[src/rtl/ifu_prefetch_if.sv]
// Fetch-side bus bundle: instruction-memory request/response plus EXU issue handshake.
// The master modport is the prefetch unit; the slave modport is memory/EXU side.
interface ifu_prefetch_if #(
   parameter int unsigned PC_SIZE     = 32,
   parameter int unsigned INSTR_SIZE  = 32,
   parameter int unsigned RFIDX_WIDTH = 5
);
   logic                   ifu_req_valid;
   logic                   ifu_req_ready;
   logic [PC_SIZE-1:0]     ifu_req_pc;
   logic                   ifu_rsp_valid;
   logic                   ifu_rsp_ready;
   logic [INSTR_SIZE-1:0]  ifu_rsp_instr;
   logic                   ifu_o_valid;
   logic                   ifu_o_ready;
   logic [INSTR_SIZE-1:0]  ifu_o_ir;
   logic [PC_SIZE-1:0]     ifu_o_pc;
   logic [RFIDX_WIDTH-1:0] ifu_o_rs1idx;
   logic [RFIDX_WIDTH-1:0] ifu_o_rs2idx;

   modport master (
      output ifu_req_valid, ifu_req_pc, ifu_rsp_ready,
      output ifu_o_valid, ifu_o_ir, ifu_o_pc, ifu_o_rs1idx, ifu_o_rs2idx,
      input  ifu_req_ready, ifu_rsp_valid, ifu_rsp_instr, ifu_o_ready
   );

   modport slave (
      input  ifu_req_valid, ifu_req_pc, ifu_rsp_ready,
      input  ifu_o_valid, ifu_o_ir, ifu_o_pc, ifu_o_rs1idx, ifu_o_rs2idx,
      output ifu_req_ready, ifu_rsp_valid, ifu_rsp_instr, ifu_o_ready
   );
endinterface

[src/rtl/ifu_prefetch.sv]
// Instruction-fetch front end: issues sequential fetches ahead of the EXU and buffers
// returned instructions with their PCs in a fall-through FIFO; redirect flushes everything.
module ifu_prefetch #(
   parameter int unsigned PC_SIZE         = 32,
   parameter int unsigned INSTR_SIZE      = 32,
   parameter int unsigned RFIDX_WIDTH     = 5,
   parameter int unsigned FIFO_DEPTH      = 4,
   parameter int unsigned MAX_OUTSTANDING = 2
) (
   input  logic                               clk,
   input  logic                               rst,
   input  logic [PC_SIZE-1:0]                 pc_rtvec,
   input  logic                               redirect_valid,
   input  logic [PC_SIZE-1:0]                 redirect_pc,
   output logic [PC_SIZE-1:0]                 inspect_pc,
   output logic [$clog2(FIFO_DEPTH+1)-1:0]    fifo_count,
   ifu_prefetch_if.master                     bus
);

   localparam int unsigned CNT_W = $clog2(FIFO_DEPTH + 1);
   localparam int unsigned SUM_W = CNT_W + 1;
   localparam int unsigned PTR_W = $clog2(FIFO_DEPTH);
   localparam int unsigned OS_W  = $clog2(MAX_OUTSTANDING + 1);

   logic [PC_SIZE-1:0]    r_fetch_pc;
   logic [PC_SIZE-1:0]    r_rsp_pc;
   logic [OS_W-1:0]       r_outstanding;
   logic [OS_W-1:0]       r_drop_cnt;
   logic [PTR_W-1:0]      r_wptr;
   logic [PTR_W-1:0]      r_rptr;
   logic [CNT_W-1:0]      r_count;
   logic [INSTR_SIZE-1:0] r_fifo_ir [FIFO_DEPTH];
   logic [PC_SIZE-1:0]    r_fifo_pc [FIFO_DEPTH];

   logic [OS_W-1:0]       w_live;
   logic [SUM_W-1:0]      w_slots_used;
   logic                  w_req_valid;
   logic                  w_o_valid;
   logic                  w_req_fire;
   logic                  w_rsp_fire;
   logic                  w_o_fire;
   logic                  w_push;
   logic                  w_drop;
   logic [INSTR_SIZE-1:0] w_head_ir;

   // Slots are reserved at issue: every live in-flight response already owns a FIFO entry.
   assign w_live       = r_outstanding - r_drop_cnt;
   assign w_slots_used = SUM_W'(r_count) + SUM_W'(w_live);
   assign w_req_valid  = !rst && !redirect_valid
                         && (r_outstanding < OS_W'(MAX_OUTSTANDING))
                         && (w_slots_used < SUM_W'(FIFO_DEPTH));
   assign w_o_valid    = (r_count != '0) && !redirect_valid && !rst;

   assign w_req_fire = w_req_valid && bus.ifu_req_ready;
   assign w_rsp_fire = bus.ifu_rsp_valid;
   assign w_o_fire   = w_o_valid && bus.ifu_o_ready;
   assign w_drop     = w_rsp_fire && (r_drop_cnt != '0);
   assign w_push     = w_rsp_fire && (r_drop_cnt == '0) && !redirect_valid && !rst;

   always_ff @(posedge clk) begin
      if (rst) begin
         r_fetch_pc    <= pc_rtvec;
         r_rsp_pc      <= pc_rtvec;
         r_outstanding <= '0;
         r_drop_cnt    <= '0;
         r_wptr        <= '0;
         r_rptr        <= '0;
         r_count       <= '0;
      end else if (redirect_valid) begin
         // Everything still in flight, minus a response landing now, becomes a drop.
         r_fetch_pc    <= redirect_pc;
         r_rsp_pc      <= redirect_pc;
         r_outstanding <= r_outstanding - OS_W'(w_rsp_fire);
         r_drop_cnt    <= r_outstanding - OS_W'(w_rsp_fire);
         r_wptr        <= '0;
         r_rptr        <= '0;
         r_count       <= '0;
      end else begin
         if (w_req_fire) begin
            r_fetch_pc <= r_fetch_pc + PC_SIZE'(4);
         end
         r_outstanding <= r_outstanding + OS_W'(w_req_fire) - OS_W'(w_rsp_fire);
         if (w_drop) begin
            r_drop_cnt <= r_drop_cnt - OS_W'(1);
         end
         if (w_push) begin
            r_wptr   <= r_wptr + PTR_W'(1);
            r_rsp_pc <= r_rsp_pc + PC_SIZE'(4);
         end
         if (w_o_fire) begin
            r_rptr <= r_rptr + PTR_W'(1);
         end
         r_count <= r_count + CNT_W'(w_push) - CNT_W'(w_o_fire);
      end
   end

   always_ff @(posedge clk) begin
      if (w_push) begin
         r_fifo_ir[r_wptr] <= bus.ifu_rsp_instr;
         r_fifo_pc[r_wptr] <= r_rsp_pc;
      end
   end

   assign w_head_ir = r_fifo_ir[r_rptr];

   assign bus.ifu_req_valid = w_req_valid;
   assign bus.ifu_req_pc    = r_fetch_pc;
   assign bus.ifu_rsp_ready = 1'b1;
   assign bus.ifu_o_valid   = w_o_valid;
   assign bus.ifu_o_ir      = w_head_ir;
   assign bus.ifu_o_pc      = r_fifo_pc[r_rptr];
   assign bus.ifu_o_rs1idx  = w_head_ir[15 +: RFIDX_WIDTH];
   assign bus.ifu_o_rs2idx  = w_head_ir[20 +: RFIDX_WIDTH];

   assign inspect_pc = r_fetch_pc;
   assign fifo_count = r_count;

endmodule

[src/flat_wrapper.sv]
// flat-port wrapper written by rule: the top's interface ports become plain ports
module ifu_prefetch_flat 
#(
   parameter int unsigned PC_SIZE         = 32,
   parameter int unsigned INSTR_SIZE      = 32,
   parameter int unsigned RFIDX_WIDTH     = 5,
   parameter int unsigned FIFO_DEPTH      = 4,
   parameter int unsigned MAX_OUTSTANDING = 2
)
  (clk, rst, pc_rtvec, redirect_valid, redirect_pc, inspect_pc, fifo_count, bus_ifu_req_valid, bus_ifu_req_pc, bus_ifu_rsp_ready, bus_ifu_o_valid, bus_ifu_o_ir, bus_ifu_o_pc, bus_ifu_o_rs1idx, bus_ifu_o_rs2idx, bus_ifu_req_ready, bus_ifu_rsp_valid, bus_ifu_rsp_instr, bus_ifu_o_ready);
  ifu_prefetch_if #(.PC_SIZE(PC_SIZE), .INSTR_SIZE(INSTR_SIZE), .RFIDX_WIDTH(RFIDX_WIDTH)) bus_i ();
  input  logic clk;
  input  logic rst;
  input  logic [PC_SIZE-1:0] pc_rtvec;
  input  logic redirect_valid;
  input  logic [PC_SIZE-1:0] redirect_pc;
  output logic [PC_SIZE-1:0] inspect_pc;
  output logic [$clog2(FIFO_DEPTH+1)-1:0] fifo_count;
  output wire logic [$bits(bus_i.ifu_req_valid)-1:0] bus_ifu_req_valid;
  output wire logic [$bits(bus_i.ifu_req_pc)-1:0] bus_ifu_req_pc;
  output wire logic [$bits(bus_i.ifu_rsp_ready)-1:0] bus_ifu_rsp_ready;
  output wire logic [$bits(bus_i.ifu_o_valid)-1:0] bus_ifu_o_valid;
  output wire logic [$bits(bus_i.ifu_o_ir)-1:0] bus_ifu_o_ir;
  output wire logic [$bits(bus_i.ifu_o_pc)-1:0] bus_ifu_o_pc;
  output wire logic [$bits(bus_i.ifu_o_rs1idx)-1:0] bus_ifu_o_rs1idx;
  output wire logic [$bits(bus_i.ifu_o_rs2idx)-1:0] bus_ifu_o_rs2idx;
  input wire logic [$bits(bus_i.ifu_req_ready)-1:0] bus_ifu_req_ready;
  input wire logic [$bits(bus_i.ifu_rsp_valid)-1:0] bus_ifu_rsp_valid;
  input wire logic [$bits(bus_i.ifu_rsp_instr)-1:0] bus_ifu_rsp_instr;
  input wire logic [$bits(bus_i.ifu_o_ready)-1:0] bus_ifu_o_ready;
  assign bus_ifu_req_valid = bus_i.ifu_req_valid;
  assign bus_ifu_req_pc = bus_i.ifu_req_pc;
  assign bus_ifu_rsp_ready = bus_i.ifu_rsp_ready;
  assign bus_ifu_o_valid = bus_i.ifu_o_valid;
  assign bus_ifu_o_ir = bus_i.ifu_o_ir;
  assign bus_ifu_o_pc = bus_i.ifu_o_pc;
  assign bus_ifu_o_rs1idx = bus_i.ifu_o_rs1idx;
  assign bus_ifu_o_rs2idx = bus_i.ifu_o_rs2idx;
  assign bus_i.ifu_req_ready = bus_ifu_req_ready;
  assign bus_i.ifu_rsp_valid = bus_ifu_rsp_valid;
  assign bus_i.ifu_rsp_instr = bus_ifu_rsp_instr;
  assign bus_i.ifu_o_ready = bus_ifu_o_ready;
  ifu_prefetch #(.PC_SIZE(PC_SIZE), .INSTR_SIZE(INSTR_SIZE), .RFIDX_WIDTH(RFIDX_WIDTH), .FIFO_DEPTH(FIFO_DEPTH), .MAX_OUTSTANDING(MAX_OUTSTANDING)) u_core (.clk(clk), .rst(rst), .pc_rtvec(pc_rtvec), .redirect_valid(redirect_valid), .redirect_pc(redirect_pc), .inspect_pc(inspect_pc), .fifo_count(fifo_count), .bus(bus_i));
endmodule
[config.mk]
export PLATFORM = sky130hd
export DESIGN_NAME = ifu_prefetch_flat
export DESIGN_NICKNAME = d
export VERILOG_FILES = /design/src/rtl/ifu_prefetch_if.sv /design/src/rtl/ifu_prefetch.sv /design/src/flat_wrapper.sv
export SDC_FILE = /design/constraint.sdc
export NUM_CORES = 1
export LEC_CHECK = 0
export CORE_MARGIN = 2
export CORE_UTILIZATION = 48
export DETAILED_ROUTE_END_ITERATION = 10
export PLACE_DENSITY = 0.86
export SYNTH_ARGS = -nofsm -noshare
export SYNTH_HDL_FRONTEND = slang
export SYNTH_SLANG_ARGS = --single-unit
[constraint.sdc]
create_clock -name clk -period 2.9 [get_ports clk]
set_input_delay 0.29 -clock clk [delete_from_list [all_inputs] [get_ports clk]]
set_output_delay 0.29 -clock clk [all_outputs]
set_load 0.03 [all_outputs]
Word-level counts from Yosys, hierarchy flattened. Memory sizes are Yosys's and may differ from the RTL's. A register that Yosys moved wholly into a read port is not among the register bits. Index checks and enable logic that the tools add are counted.

Shift-type cells: 0. Reductions and logical operators: 20. Bitwise gates (word level): 0. Order comparisons: 2. Divide/modulo/power cells: 0. Muxes and demuxes: 15. Add/subtract/negate cells: 12. Multiply operators: 0. Equality and inequality tests: 0.

Operators by type and width (count): two-way mux 32 bit (6); adder 32 x 3 -> 32 bit, second input constant (2); two-way mux 2 bit (7); logical AND 1 bit (11); nonzero test 3 bit (3); adder 2 x 1 -> 2 bit, second input constant (2); adder 3 x 2 -> 4 bit (1); < comparator 4 x 3 -> 1 bit, second input constant (1); nonzero test 2 bit (2); subtractor 2 x 1 -> 2 bit (2); adder 3 x 1 -> 3 bit (1); subtractor 3 x 1 -> 3 bit (1); adder 2 x 1 -> 2 bit (1); zero test 1 bit (2); zero test 2 bit (1); < comparator 2 bit, second input constant (1); two-way mux 1 bit (2); OR reduction 2 bit (1); subtractor 2 x 1 -> 2 bit, second input constant (1); subtractor 2 bit (1).

Output and inout bits: 144. Memory bits (writable): 256. Latch bits: 0. Memories kept: 2. Bits in registers: 75. Bits in read-only memories: 0.

Memory list: u_core.r_fifo_ir (words 4, width 32, read ports 1, clocked after memory_dff 1, write ports 1, RTL line ifu_prefetch.sv:32) `logic [INSTR_SIZE-1:0] r_fifo_ir [FIFO_DEPTH];`; u_core.r_fifo_pc (words 4, width 32, read ports 1, clocked after memory_dff 1, write ports 1, RTL line ifu_prefetch.sv:33) `logic [PC_SIZE-1:0] r_fifo_pc [FIFO_DEPTH];`.

Depth between registers and ports, before layout. Gate-level depths: netlist of run 1.

Depth in word-level cells: 8. Depth in mapped cells: 12. Gate-level depth less buffers: 12.

Worst setup path before layout of run 1. Ideal clock, no wire load.

Path type: input to register. Start point: input rst. End point: memory u_core.r_fifo_ir[0][0] (enable). Library setup time: 0.429 ns. Stages on the path: 6. Slack: -0.127 ns. Data arrival time: 2.598 ns. Path buffers: 2. Path through: clkbuf_1 nor2_1 inv_1 clkbuf_1 nor2_1 and2_1.

Word-level cells in the longest chain between the ends: 4.

Ends and longest elaborated chain: from (decl) (RTL line flat_wrapper.sv:13) `input logic rst;`; zero test 1 bit (RTL line ifu_prefetch.sv:58) `assign w_push = w_rsp_fire && (r_drop_cnt == '0) && !redirect_valid && !rst;`; logical AND 1 bit (RTL line ifu_prefetch.sv:58); via u_core.w_push (RTL line ifu_prefetch.sv:42) `logic w_push;`; two-way mux 1 bit (RTL line ifu_prefetch.sv:98) `if (w_push) begin`; two-way mux 1 bit (implied by the code) (RTL line ifu_prefetch.sv:99) `r_fifo_ir[r_wptr] <= bus.ifu_rsp_instr;`; to (decl) (RTL line ifu_prefetch.sv:32).

The timed path passes the listed nets, and every way through them passes these cells.

==> flow_summary.yaml, run 1 <==
synthesis:
  synth-xor-area-share: 0.0380
  synthMuxAreaShare: 0.102
  syn_area_mm2: 0.0143
  yosys_most_used_dff: "edfxtp_1"
  synth-simple-area-share: 0.0686
  synth_area_leader_cell: "edfxtp_1"
  syn_avg_cell_area_um2: 16.4
  yosysUniqueCellTypes: 54
  ys.warnings.count: 0
  synth-edff-count: 318
  synth_fa_ha_area_frac: 0.0128
  synthTopCellsByArea: "edfxtp_1 67%, mux4_2 10%, buf_4 2.4%"
  synth_nets: 989
  postSynth.asyncResetShare: 0
  ys_ff_latch: 331
  synthCells: 873
  yosysSeqAreaShare: 0.686
  synth_top_family_by_area: "multiplexers"
  synth_compound_area_frac: 0.0456
  synth_top_area_share: 0.667
timing:
  timing.fmax_ghz: 0.367
  finClkSkew_ns: 0.0188
  tns_ns: 0
  hold_slack_ns: 0.204
  rsz0062_at_grt: "false"
  fin_crit_ns: 2.72
  setup_viol: 0
  slew_headroom: 0.280
  min_period_over_period: 0.939
  tightest_slew_ns: 1.08
  hold_viol: 0
  fin_ws_ns: 0.176
  drv_slew: 0
detailed_routing:
  wl_um: 32300
  dr.pass1.iters: 5
  drt_iter0_drc: 598
  wl_met1_um: 13800
  met3WireLength_um: 2240
  routed_via_density: 5.58
  wire_per_inst_um: 21.5
  top_layer_used: "met4"
  post-route-drc-count: 0
  wl_met2_um: 15600
  dr_total_vias: 8394
  ant_nets: 0
clock_network:
  cts_root_buf: "clkbuf_16"
  cts_resized: 0
  cts_setup_buffers: 0
  clk_latency_ns: 0.50
  cts_buffers: 34
  clock_path_buffers: 3
  htreeDepth: 2
  cts_tree: "done"
  clock_sinks: 331
  clk_pin_slew_ns: 0.06
  cts_hold_buf: 0
finish:
  seq_area_mm2: 0.00981
  diodes: 0
  area_growth_syn_to_layout_pct: 26.7
  finalNonFillerCells: 1504
  final_nets: 1208
  drive_gt1_frac: 0.145
  multi_input_area_mm2: 0.00384
  fillers: 2109
  fin_area_mm2: 0.0181
global_routing:
  grt_max_degree: 65
  overflow: 0
  grt_antenna_before_repair: 0
  grt_pass1_wl_um: 48600
  gr-usage-all-layers: 0.205
  grt_pass1_vias: 8462
power:
  leakage_nw: 6.03
  ir_drop_mv: 0.371
  powerDensity_mw_per_mm2: 616
critical_path:
  cp-end-kind: "output port"
  cp-start-kind: "flop"
  critPathBufInv: 2
  worstSetupPathType: "flop to output port"
  cp_max_fo: 29
  critPathMaxStageDelay_ns: 0.61
  crit_arrival_ns: 2.43
  cp_top_family: "buffers and inverters"
  worstPathCellList: "buf_12, mux4_2, clkdlybuf4s50_1"
  cp.required_ns: 2.61
  cpMaxStageDelayCell: "clkdlybuf4s50_1"
floorplanning:
  die_h_um: 177
  initial_core_util: 0.485
  core_region_area_mm2: 0.0295
  io-pin-count: 246
  die_width_um: 177
  num_rows: 63
  die-area_mm2: 0.0312
run_status:
  status: "completed"
flow_run:
  max-cap-violations: 0
placement:
  dpl_cell_area_mm2: 0.0170
  dp_slack_ns: 0.312
  gp_congestion: 0.826
  post-place-cells: 1446
  io_buffers: 244
  hpwl_um: 22300
hold_path:
  holdCritPathClass: "input port to flop"
[cells in the mapped netlist, types with 2 or more instances]
cell type and count:
a211oi_1 2, a21o_1 9, a21oi_1 22, a22o_1 2, a22oi_1 16, and2_1 10
and3_1 10, and4_1 2, buf_1 4, buf_2 9, buf_4 45, buf_6 3
clkbuf_1 19, dfxtp_1 13, edfxtp_1 318, ha_1 13, inv_1 36, mux4_2 64
nand2_1 41, nand2b_1 5, nand3_1 15, nand4_1 21, nand4_4 2, nor2_1 27
nor2b_1 3, nor3_1 11, nor3_2 3, nor4_1 3, nor4_2 3, nor4_4 3
o21a_1 4, o21ai_0 45, o21ai_1 9, xnor2_1 36, xor2_1 26
[cell families (layout without fill, tap and decap cells)]
kind of cell    after synthesis  in the layout
compound gates              112            112
xor+xnor                     62             62
fa+ha+maj                    14             14
buf+inv                     120            361
flops                       331            331
mux                          66             66
other cells                   1              1
simple gates                167            167
[per-layer routing]
metal,track usage,vias to the layer above
li1,-,3768
met1,0.281,4215
met2,0.341,366
met3,0.0361,45
met4,0.0558,0
met5,0,-
[worst min-delay path, stage by stage]
cell,delay [ns]
buf_2,0.10
nor2_1,0.09
and2_1,0.17
[worst paths after layout]
kind	start	endpoint	slack [ns]	cells after the start
hold / removal	rst	u_core.fifo_count[0]$_SDFF_PP0_	0.20	3
setup / recovery	flop	bus_ifu_o_ir[15]	0.18	3
hold reg to reg	u_core.r_wptr[1]$_SDFFE_PP0P_	u_core.r_wptr[1]$_SDFFE_PP0P_	0.51	2
setup reg to reg	u_core.r_drop_cnt[0]$_SDFFE_PP0P_	u_core.bus.ifu_req_pc[26]$_DFFE_PP_	0.62	9
[registers in the layout, indices dropped and copies added (netlist names), named ones only]
| name | cells |
|---|---|
| u_core.bus.ifu_req_pc | 31 |
| u_core.r_rsp_pc | 31 |
| u_core.r_rptr | 2 |
| u_core.fifo_count | 3 |
| u_core.r_wptr | 2 |
| u_core.r_drop_cnt | 2 |
| u_core.r_fifo_ir | 128 |
| u_core.r_fifo_pc | 128 |
| u_core.r_outstanding | 2 |
[layout by cell type (no fill, tap or decap), types with 3 or more instances in the layout]
cell	Yosys	routed
buf_12	0	13
bufinv_16	0	4
and2_4	0	4
buf_4	45	11
clkinv_2	0	3
nor2b_1	3	3
and3_1	10	10
and2_1	10	6
dfxtp_1	13	11
clkdlybuf4s50_1	0	241
mux4_2	64	64
o21a_1	4	4
a21oi_1	22	22
nor4_4	3	3
clkbuf_1	19	3
clkbuf_16	0	35
ha_1	13	13
nor4_1	3	3
nor3_2	3	3
nand2_1	41	41
clkinv_1	0	8
a22oi_1	16	16
nor4_2	3	3
xor2_1	26	26
nor3_1	11	11
clkinvlp_4	0	3
nor2_1	27	27
a21o_1	9	9
nand2b_1	5	5
o21ai_1	9	9
nand3_1	15	15
xnor2_1	36	36
nand4_1	21	21
inv_1	36	36
edfxtp_1	318	318
o21ai_0	45	45
[cell type report]
class	count	area share
well taps	390	0.0269
flip-flops and latches	331	0.541
multi-input cells	422	0.212
inverters	36	0.00745
clock buffers	38	0.0489
clock inverters	20	0.0113
repair buffers	267	0.153
[stage by stage]
step | util | power (mW)
after global routing | 0.615 | 11.5
after floorplan | - | 6.42
after global placement | 0.578 | 6.93
after CTS | 0.615 | 11.2
after detailed placement | 0.578 | 6.97
final | 0.615 | 11.2
[power by group]
group	internal [mW]	switching (mW)	total, mW
Combinational	0.525	0.638	1.16
Sequential	5.47	0.242	5.71
Clock	2.56	1.73	4.29
Power figures use the tool's default switching activity.
==> run 2, diff against run 1 <==
CAP_MARGIN = 10   (was default)
==> results of run 2 <==
Same layout as run 1: the final DEF is identical, and so are final timing and power.
==> run 3, diff against run 2 <==
CAP_MARGIN = 30   (was 10)
==> run 3 against run 2 <==
Against the previous run:
- power decreased by 2.2%
- first-iteration DRC count increased by 7.2%
- largest power group unchanged
- cell count increased by 0.27%
- die area unchanged
- combinational power about the same
- global-route usage increased by 0.15 points
- routed wire length about the same
- critical endpoint is now bus_ifu_o_ir[27]
- critical path depth unchanged
- critical path type unchanged
- clock-buffer cell count increased by 7
- clock skew decreased by 0.0019 ns
==> flow_summary.yaml, run 3 (synthesis gave the netlist of run 1 again) <==
power:
  power_frac_seq: 0.523
  p_clk_frac: 0.370
  leakage_nw: 6.01
  ir_drop_mv: 0.331
  powerDensity_mw_per_mm2: 604
  comb_power_share: 0.107
  internal_power_mw: 8.28
  swShare: 0.241
  power_switching_mw: 2.63
  p_total_mw: 10.9
timing:
  setup_viol: 0
  finClkSkew_ns: 0.0170
  tightest_slew_ns: 0.761
  hold_viol: 0
  tns_ns: 0
  drv_slew: 0
  slew_headroom: 0.492
  fin_crit_ns: 2.75
  rsz0062_at_grt: "false"
  fin_ws_ns: 0.151
  timing.fmax_ghz: 0.364
  min_period_over_period: 0.948
critical_path:
  cp-end-kind: "output port"
  critPathBufInv: 2
  worstPathCellList: "buf_12, mux4_2, clkdlybuf4s50_1"
  worstSetupPathType: "flop to output port"
  cp-start-kind: "flop"
  cpMaxStageDelayCell: "clkdlybuf4s50_1"
  cp.required_ns: 2.61
  crit_arrival_ns: 2.46
  cp_top_family: "buffers and inverters"
  cp_max_fo: 29
  critPathMaxStageDelay_ns: 0.62
clock_network:
  cts_tree: "done"
  clk_pin_slew_ns: 0.06
  clock_path_buffers: 3
  cts_hold_buf: 0
  clk_latency_ns: 0.51
  htreeDepth: 2
  cts_buffers: 35
  cts_setup_buffers: 0
  clock_sinks: 331
  cts_root_buf: "clkbuf_16"
  cts_resized: 0
detailed_routing:
  dr.pass1.iters: 5
  wl_um: 32300
  drt_iter0_drc: 641
  dr_total_vias: 8359
  ant_nets: 0
  routed_via_density: 5.54
  wire_per_inst_um: 21.4
  post-route-drc-count: 0
global_routing:
  grt_pass1_vias: 8497
  gr-usage-met3: 0.0341
  gr-usage-all-layers: 0.206
  grt_max_degree: 65
  grtUsageMet1: 0.282
  met2_usage: 0.345
  grt_antenna_before_repair: 0
  top_usage_layer: "met2"
  overflow: 0
  grt_pass1_wl_um: 48800
finish:
  final_nets: 1210
  layout_commonest_cell: "edfxtp_1"
  area_growth_syn_to_layout_pct: 26.3
  fillers: 2170
  seq_area_mm2: 0.00981
  drive_gt1_frac: 0.145
  multi_input_area_mm2: 0.00384
  diodes: 0
  final_cell_mix: "318 x edfxtp_1, 241 x clkdlybuf4s50_1, 64 x mux4_2"
  top_regs: "u_core.r_fifo_ir (128), u_core.r_fifo_pc (128)"
placement:
  io_buffers: 244
  gp_congestion: 0.826
  hpwl_um: 22400
  dp_slack_ns: 0.304
hold_path:
  holdCritPathClass: "input port to flop"
floorplanning:
  num_rows: 63
  initial_core_util: 0.485
  io-pin-count: 246
  core_region_area_mm2: 0.0295
  die_h_um: 177
  die-area_mm2: 0.0312
  die_width_um: 177
run_status:
  status: "completed"
flow_run:
  max-cap-violations: 0
## run 3: cell types whose count changed in the layout (fill, tap and decap cells not counted), sizes merged
cell | before | now
clkbuf | 39 | 46
buf | 25 | 26
bufinv | 4 | 0
clkinv | 11 | 12
clkinvlp | 3 | 2
## run 3: tightest hold or removal path: stages
cell	delay [ns]
clkbuf_2	0.09
nor2_1	0.10
and2_1	0.17
## run 3: cell type report
class	count	share of cell area
flip-flops and latches	331	0.543
multi-input cells	422	0.212
repair buffers	268	0.153
clock buffers	45	0.0517
well taps	390	0.0270
inverters	36	0.00748
clock inverters	16	0.00533
## run 3: metrics by stage
step / hold slack (ns) / area, um^2 / util / instances
2_1_floorplan: 0.389 / 14300 / - / 873
3_3_place_gp: 0.485 / 17000 / 0.578 / 1446
6_report: 0.200 / 18100 / 0.613 / 1508
5_1_grt: 0.206 / 18100 / 0.613 / 1508
3_5_place_dp: 0.505 / 17000 / 0.578 / 1447
4_1_cts: 0.177 / 18100 / 0.613 / 1508
## run 3: path summary, 6_finish.rpt
path | start | to | slack (ns) | depth (start not counted)
min | redirect_valid | u_core.fifo_count[0]$_SDFF_PP0_ | 0.20 | 3
max | flop | bus_ifu_o_ir[27] | 0.15 | 3
max reg2reg | u_core.r_rsp_pc[2]$_DFFE_PP_ | u_core.r_rsp_pc[26]$_DFFE_PP_ | 0.64 | 6
min reg2reg | u_core.r_wptr[1]$_SDFFE_PP0P_ | u_core.r_wptr[1]$_SDFFE_PP0P_ | 0.52 | 2
## run 3: routing by layer
layer	wire, um	up-vias
li1	-	3760
met1	13800	4176
met2	15700	373
met3	2100	50
met4	744	0
met5	0	-
## run 3: power by group through the flow
| stage | clock network (mW) | logic [mW] | registers, mW |
|---|---|---|---|
| after floorplan | 0 | 0.623 | 5.80 |
| after global placement | 0 | 1.14 | 5.79 |
| after detailed placement | 0 | 1.16 | 5.80 |
| after CTS | 4.11 | 1.17 | 5.71 |
| after global routing | 4.29 | 1.24 | 5.73 |
| final | 4.04 | 1.16 | 5.71 |
